`config.mk`:
```
export PLATFORM = sky130hd
export DESIGN_NAME = hash_receiver
export DESIGN_NICKNAME = d
export VERILOG_FILES = /design/src/rtl/hash_receiver.sv
export SDC_FILE = /design/constraint.sdc
export NUM_CORES = 1
export LEC_CHECK = 0
export BUFFER_PORTS_ARGS = -buffer_cell sky130_fd_sc_hd__buf_2
export CORE_MARGIN = 5
export CORE_UTILIZATION = 49
export CTS_CLUSTER_DIAMETER = 150
export DETAILED_ROUTE_END_ITERATION = 10
export GPL_TIMING_DRIVEN = 0
export PLACE_DENSITY_LB_ADDON = 0.1
export SYNTH_ARGS = -nofsm -noshare
export SYNTH_HDL_FRONTEND = slang
export SYNTH_SLANG_ARGS = --single-unit
```
`constraint.sdc`:
```
create_clock -name Clock -period 2.6 [get_ports Clock]
set_input_delay 0.13 -clock Clock [delete_from_list [all_inputs] [get_ports Clock]]
set_output_delay 0.13 -clock Clock [all_outputs]
set_load 0.02 [all_outputs]
```
`src/rtl/hash_receiver.sv`:
```
//============================================================================
// Module      : hash_receiver
// Description : Receive side of the string-hash link. Reassembles an
//               MSB-first byte stream into a NUM_BYTES*8-bit hash, frames it
//               on the Z terminator, compares it against expectedHash and
//               reports Done / Match / Error.
// Revision    : 1.0 - initial release
//============================================================================
`default_nettype none

module hash_receiver #(
  parameter int NUM_BYTES = 8,
  parameter int GAP_LIMIT = 16
) (
  input  logic                     Clock,
  input  logic                     Reset,
  input  logic [7:0]               Byte,
  input  logic                     ByteValid,
  input  logic                     Z,
  input  logic [8*NUM_BYTES-1:0]   expectedHash,
  output logic [8*NUM_BYTES-1:0]   hashValue,
  output logic [3:0]               byteCount,
  output logic                     Done,
  output logic                     Match,
  output logic                     Error
);

  localparam int          c_hw       = 8 * NUM_BYTES;
  localparam int          c_gw       = $clog2(GAP_LIMIT + 1);
  localparam logic [3:0]  c_num      = 4'(NUM_BYTES);
  localparam logic [c_gw-1:0] c_gap_last = c_gw'(GAP_LIMIT - 1);

  typedef enum logic [1:0] {
    S_IDLE  = 2'd0,
    S_RECV  = 2'd1,
    S_CHECK = 2'd2,
    S_ERROR = 2'd3
  } state_t;

  state_t          r_state;
  state_t          w_state_nxt;
  logic [c_gw-1:0] r_gap;
  logic            w_load;     // first byte of a new frame
  logic            w_shift;    // further in-frame byte accepted
  logic            w_gap_inc;  // idle cycle inside a frame

  // State register
  always_ff @(posedge Clock or posedge Reset) begin
    if (Reset) begin
      r_state <= S_IDLE;
    end else begin
      r_state <= w_state_nxt;
    end
  end

  // Next-state decode and datapath controls
  always_comb begin
    w_state_nxt = r_state;
    w_load      = 1'b0;
    w_shift     = 1'b0;
    w_gap_inc   = 1'b0;
    case (r_state)
      S_IDLE: begin
        if (ByteValid) begin
          w_load = 1'b1;
          if (Z) begin
            w_state_nxt = (NUM_BYTES == 1) ? S_CHECK : S_ERROR;
          end else begin
            w_state_nxt = S_RECV;
          end
        end
      end
      S_RECV: begin
        if (ByteValid) begin
          if (byteCount == c_num) begin
            // Frame already full and a further byte arrived: long frame.
            w_state_nxt = S_ERROR;
          end else begin
            w_shift = 1'b1;
            if (Z) begin
              w_state_nxt = ((byteCount + 4'd1) == c_num) ? S_CHECK : S_ERROR;
            end
          end
        end else begin
          w_gap_inc = 1'b1;
          if (r_gap == c_gap_last) begin
            w_state_nxt = S_ERROR;
          end
        end
      end
      S_CHECK: w_state_nxt = S_IDLE;
      S_ERROR: w_state_nxt = S_IDLE;
      default: w_state_nxt = S_IDLE;
    endcase
  end

  // Hash assembly, byte counter, gap timer and status flags
  always_ff @(posedge Clock or posedge Reset) begin
    if (Reset) begin
      hashValue <= '0;
      byteCount <= '0;
      Done      <= 1'b0;
      Match     <= 1'b0;
      Error     <= 1'b0;
      r_gap     <= '0;
    end else begin
      Done  <= (r_state == S_CHECK) || (r_state == S_ERROR);
      r_gap <= w_gap_inc ? (r_gap + 1'b1) : '0;
      if (w_load) begin
        hashValue <= c_hw'(Byte);
        byteCount <= 4'd1;
        Match     <= 1'b0;
        Error     <= 1'b0;
      end
      if (w_shift) begin
        hashValue <= (hashValue << 8) | c_hw'(Byte);
        byteCount <= byteCount + 4'd1;
      end
      if (r_state == S_CHECK) begin
        Match <= (hashValue == expectedHash);
      end
      if (r_state == S_ERROR) begin
        Error <= 1'b1;
        Match <= 1'b0;
      end
    end
  end

endmodule

`default_nettype wire

```
Yosys cells after proc, flatten, opt, wreduce, memory -nomap -nowiden:

Index checks and enable logic that the tools add are counted.
W data, S select, Z words.

* eq/ne operators: 10
* $add $sub $neg: 2
* bitwise operators: 1
* multiplexer cells: 24
* reductions and logical operators: 7

Operators with widths (number)
* $mux W64: 2
* $eq A64 B64 Y1: 1
* $or A64 B8 Y64: 1
* $mux W1: 12
* $mux W2: 6
* $eq A4 B4 Y1 const B: 2
* $mux W4: 2
* $pmux W2 S3: 1
* $add A5 B1 Y5 const B: 1
* $eq A5 B4 Y1 const B: 1
* $mux W5: 1
* $add A4 B1 Y4 const B: 1
* $eq A2 B2 Y1 const B: 2
* $ne A4 B4 Y1 const B: 1
* $reduce_bool A2 Y1: 2
* $ne A3 B3 Y1 const B: 1
* $reduce_and A3 Y1: 1
* $reduce_bool A3 Y1: 1
* $eq A2 B1 Y1 const B: 1
* $logic_not A2 Y1: 1
* $ne A2 B2 Y1 const B: 1
* $reduce_or A2 Y1: 1
* $logic_or A1 B1 Y1: 1

* output and inout port bits: 71
* input bits: 76
* logic and storage cells: 51
* flip-flop bits (word level): 78

Depth between registers and ports, before layout:

* depth in word-level cells: 7
* depth in mapped cells: 9

Least setup slack after synthesis:

No wires, ideal clock.

* kind: register -> register
* from: register byteCount[0]
* to: register hashValue[0]
* cell stages (with the launch flop): 8
* path slack: 0.721 ns
* required time: 2.475 ns
* period minus slack after synthesis: 1.879 ns
* buffers on the path: 1
* data arrival time: 1.754 ns
* cells stage by stage: dfrtp_1 -> inv_1 -> ha_1 -> nand2_1 -> o211ai_2 -> a21o_1 -> buf_2 -> mux2_2

* cells in the longest elaborated chain, start to end: 5
* elaborated cells on any way between the ends: 6
* classes of those cells: eq/ne: 1; mux: 4; reduce/logical: 1

RTL lines
* start, declared: line 22 `output logic [3:0] byteCount,`
* start signal, assigned: line 117 `byteCount <= byteCount + 4'd1;`
* $eq A4 B4 Y1 (*): line 75 `if (byteCount == c_num) begin`
* $mux W1 (*): line 75
* $mux W1 (*): line 74 `if (ByteValid) begin`
* $mux W1 (*): line 62 `case (r_state)`
* $mux W64 / $reduce_bool A2 Y1 (equally long branches)
* end signal, assigned: line 110 `hashValue <= c_hw'(Byte);`
* end signal, assigned: line 116 `hashValue <= (hashValue << 8) | c_hw'(Byte);`
* end, declared: line 21 `output logic [8*NUM_BYTES-1:0] hashValue,`

Mark *: on every way between the ends. The rest lies on a longest branch, timed or not.
A chain may end at the register's enable or synchronous reset.

Worst setup path in the final report:

* from: register byteCount[0]
* to: register byteCount[2]

* cells in the longest elaborated chain, start to end: 5
* elaborated cells on any way between the ends: 7
* classes of those cells: add/sub: 1; eq/ne: 1; mux: 4; reduce/logical: 1

RTL lines (line)
* $eq A4 B4 Y1: 75
* $mux W1: 75
* $mux W1: 74
* $mux W1: 62
* $mux W4 / $reduce_bool A2 Y1 (equally long branches)

Parallel ways exist; a longest one is shown, timed or not.

==> impl_results.md <==
* Status: complete, no violations
* Power Density at 1190 nW/um^2
* Clk sinks at 78
* Post-cts resize count at 0
* Setup CP Type: register to register
* Post-route DRC at 0
* Die Span Y at 97.2 um
* Post-synthesis compound-gate area fraction at 18.8%
* Post-CTS Setup Inserts at 0
* Share of post-route cells with drive strength above 1 at 37.6%
* N_diodes at 0
* Cell-internal power at 3.24 mW
* Final worst slack at 0.453 ns
* Starting Density at 50.9%
* Worst-path fanout max at 10
* DRT iter0 DRCs at 175
* Sequential share of the synthesized area at 52.3%
* Reg power frac at 40.7%
* XOR/XNOR share of the synthesized area at 11.3%
* Vias in the first global route at 3288
* Syn avg cell area at 11.8 sq um
* Post-layout nets at 563
* Die area at approximately 9500 sq um
* Core area at 7330 sq um
* Yosys cell types at 35
* Slew margin rel. at between 60 and 70%
* Grt ovf at 0
* Psw at roughly 2.6 mW
* Crit path DAT at 2.43 ns
* Syn nets at 397
* CP Buf/Inv Count at 3
* HPWL after DPL at just under 9 mm
* Io pins at roughly 150
* TritonCTS Buffers at 9
* RSZ-0062 raised after global routing: no
* Clk_lat worst skew at 0.35 ns
* Worst slew pin tran at 0.541 ns
* CP delay by family, top: buffers and inverters
* Slew Limit Fails at 0
* Crit-path cells: inv_1 -> ha_1 -> nand2_1 -> o211ai_2 -> nor2_1 -> buf_2 -> buf_2 -> nand2_1 -> o21ai_0
* Leakage at approximately 2.4 nW
* Sw frac at 44.3%
* Yosys warning total at 0
* Multiplexer share of the synthesized area at 2.68%
* Clk root buf: clkbuf_8
* Fill cells at 626
* Gate Count Post-Synth at 316
* Pin count of the biggest net entering global routing at 47
* DR vias at approximately 3200
* Post-Synth Adder-Cell Area at 1.68%
* First-pass GRT wire length at between 15 and 20 mm
* Num rows at 31
* RePlAce Congestion at 0.912
* Place WS at 0.476 ns
* DRT Wirelength at 11.3 mm
* Cell Area, Synth at 3730 sq um
* Avg WL per Cell at roughly 19 um
* Area delta synth->final at 31.4%
* Hold WS at 0.0170 ns
* Final core occ at 66.8%
* Clock power share at between 10% and 20%
* Total GRT Usage at about a quarter
* Crit. End Element: register
* Clk_skew at 0.00999 ns
* Min Clock Period, post-route at 2.15 ns
* Peak supply drop at approximately 0.00066 V
* Simple-Gate Fraction of Synth Area at 9.73%
* Number of max-cap violations at 0
* Slowest Stage Delay on Critical Path at 0.43 ns
* CP Launch Type: register
* Slowest CP cell: dfrtp_1
* DIE WIDTH at 97.2 um
* Main combinational cell family by area after synthesis: compound AO/OA/AOI/OAI gates
* Pre-antenna DRT Iters at 4
* H-tree depth reported by CTS at 3
* CTS tree: yes
* Worst EP required at 2.88 ns
* Hold crit path type: primary input to register
* I/O Buffers at between 100 and 150
* Final setup viols at 0
* Synthesis-stage register bit count at 78
* Reg clk slew, reported paths at 0.08 ns
* Maximum clock frequency at 466 MHz
* Initial antenna violation count at 0
* Logic pwr share at 43.0%
* Worst-case clock buffer depth at 2
* Final worst-path cycle share at between 80 and 90%
* Antenna viol nets, final at 0
* Via/cell ratio at 5.53
* Final Hold Viols at 0
metrics by stage:
step | power [mW] | setup TNS [ns] | cell area (sq um) | cells
6_report | 5.82 | 0 | 4900 | 586
5_1_grt | 6.14 | 0 | 4900 | 586
4_1_cts | 5.83 | 0 | 4900 | 586
3_5_place_dp | 4.87 | 0 | 4610 | 562
3_3_place_gp | 4.82 | -31.27 | 4580 | 561
2_1_floorplan | 3.85 | 0 | 3730 | 316
layout make-up:
type | instances | area, sq um | area share, %
flip-flops and latches | 78 | 1950 | 39.8
plain buffers | 16 | 71.3 | 1.46
well taps | 99 | 124 | 2.53
clock inverters | 6 | 67.6 | 1.38
repair buffers | 155 | 838 | 17.1
multi-input cells | 206 | 1650 | 33.6
clock buffers | 10 | 138 | 2.81
inverters | 16 | 62.6 | 1.28
sequential cells by signal, summed over array words and instances, names as in the netlist:
name       cells
Done           1
Match          1
byteCount      4
Error          1
hashValue     64
r_state        2
r_gap          5
cell families (layout without fill, tap and decap cells):
logic type      Yosys count  in the layout
buf+inv                  32            203
mux                       9              9
fa+ha+maj                 5              5
simple gates             64             64
xor+xnor                 48             48
flops                    78             78
compound gates           80             80
cells in the mapped netlist, drive strengths merged:
master,number,area share (%)
o2111ai,3,0.70
o211ai,1,0.34
o32ai,1,0.23
mux2i,1,0.27
nor2,8,0.81
o21ai,3,0.40
nand2,5,0.50
inv,16,1.6
a2111oi,1,0.74
clkbuf,10,1.0
dfrtp,78,52
a21o,1,0.20
nor2b,14,2.3
o221ai,1,0.23
a2111o,4,1.2
a22o,58,14
ha,5,1.7
nor4,5,0.84
or4,1,0.30
xor2,6,1.4
xnor2,42,9.9
nor3,3,0.40
nand2b,11,1.8
mux2,8,2.4
buf,6,0.87
nand4,11,1.8
a21oi,3,0.40
nand3,5,0.67
o22ai,3,0.50
o31ai,1,0.20
and3,1,0.17
placed cells by master (no fill, tap or decap), types with 2 or more instances in the layout:
master,instances
dfrtp_1,78
a22o_1,58
nor4_1,5
nor2_1,8
xor2_1,6
o21ai_0,2
inv_6,2
clkinvlp_4,2
inv_1,14
clkbuf_1,9
dlygate4sd3_1,8
nand2_1,5
mux2_2,8
xnor2_1,42
ha_1,5
o2111ai_1,3
a2111o_1,4
clkbuf_8,10
nand3_1,5
buf_2,151
nand4_1,11
nor3_1,3
a21oi_1,3
o22ai_1,3
nand2b_1,11
nor2b_1,14
routing by layer:
metal  share of wire (%)  GRT usage, %  vias up
met2                  45          36.0      169
met5                   0             0        -
met4                 1.6          8.09        0
li1                    -             -     1489
met3                 8.6          6.46       12
met1                  45          35.0     1569
worst paths after layout:
check                                             to  cells after the start                     start  slack, ns
min                         hashValue[7]$_DFFE_PP0P_                      2                   Byte[7]       0.02
min reg2reg                       r_gap[0]$_DFF_PP0_                      1        r_gap[0]$_DFF_PP0_       0.47
max in group asynchronous  hashValue[32]$_DFFE_PP0P_                      4                     Reset       1.70
max                         byteCount[2]$_DFFE_PP0P_                      9  byteCount[0]$_DFFE_PP0P_       0.45
max reg2reg                 byteCount[2]$_DFFE_PP0P_                      9  byteCount[0]$_DFFE_PP0P_       0.45
min in group asynchronous             Done$_DFF_PP0_                      3                     Reset       0.33
power by group through the flow:
stage,logic (mW),registers [mW],clock network [mW]
after floorplan,1.11,2.73,0
after detailed placement,2.50,2.38,0
after CTS,2.52,2.36,0.958
final,2.50,2.37,0.948
after global routing,2.69,2.44,1.01
after global placement,2.45,2.36,0
what timing repair did:
item / 4_1_cts / 5_1_grt
endpoints found under the setup margin: 0 / 0
endpoints found under the hold margin: 39 / 0
hold buffers: 8 / 0
No activity file was read; power rests on OpenSTA's default activity.
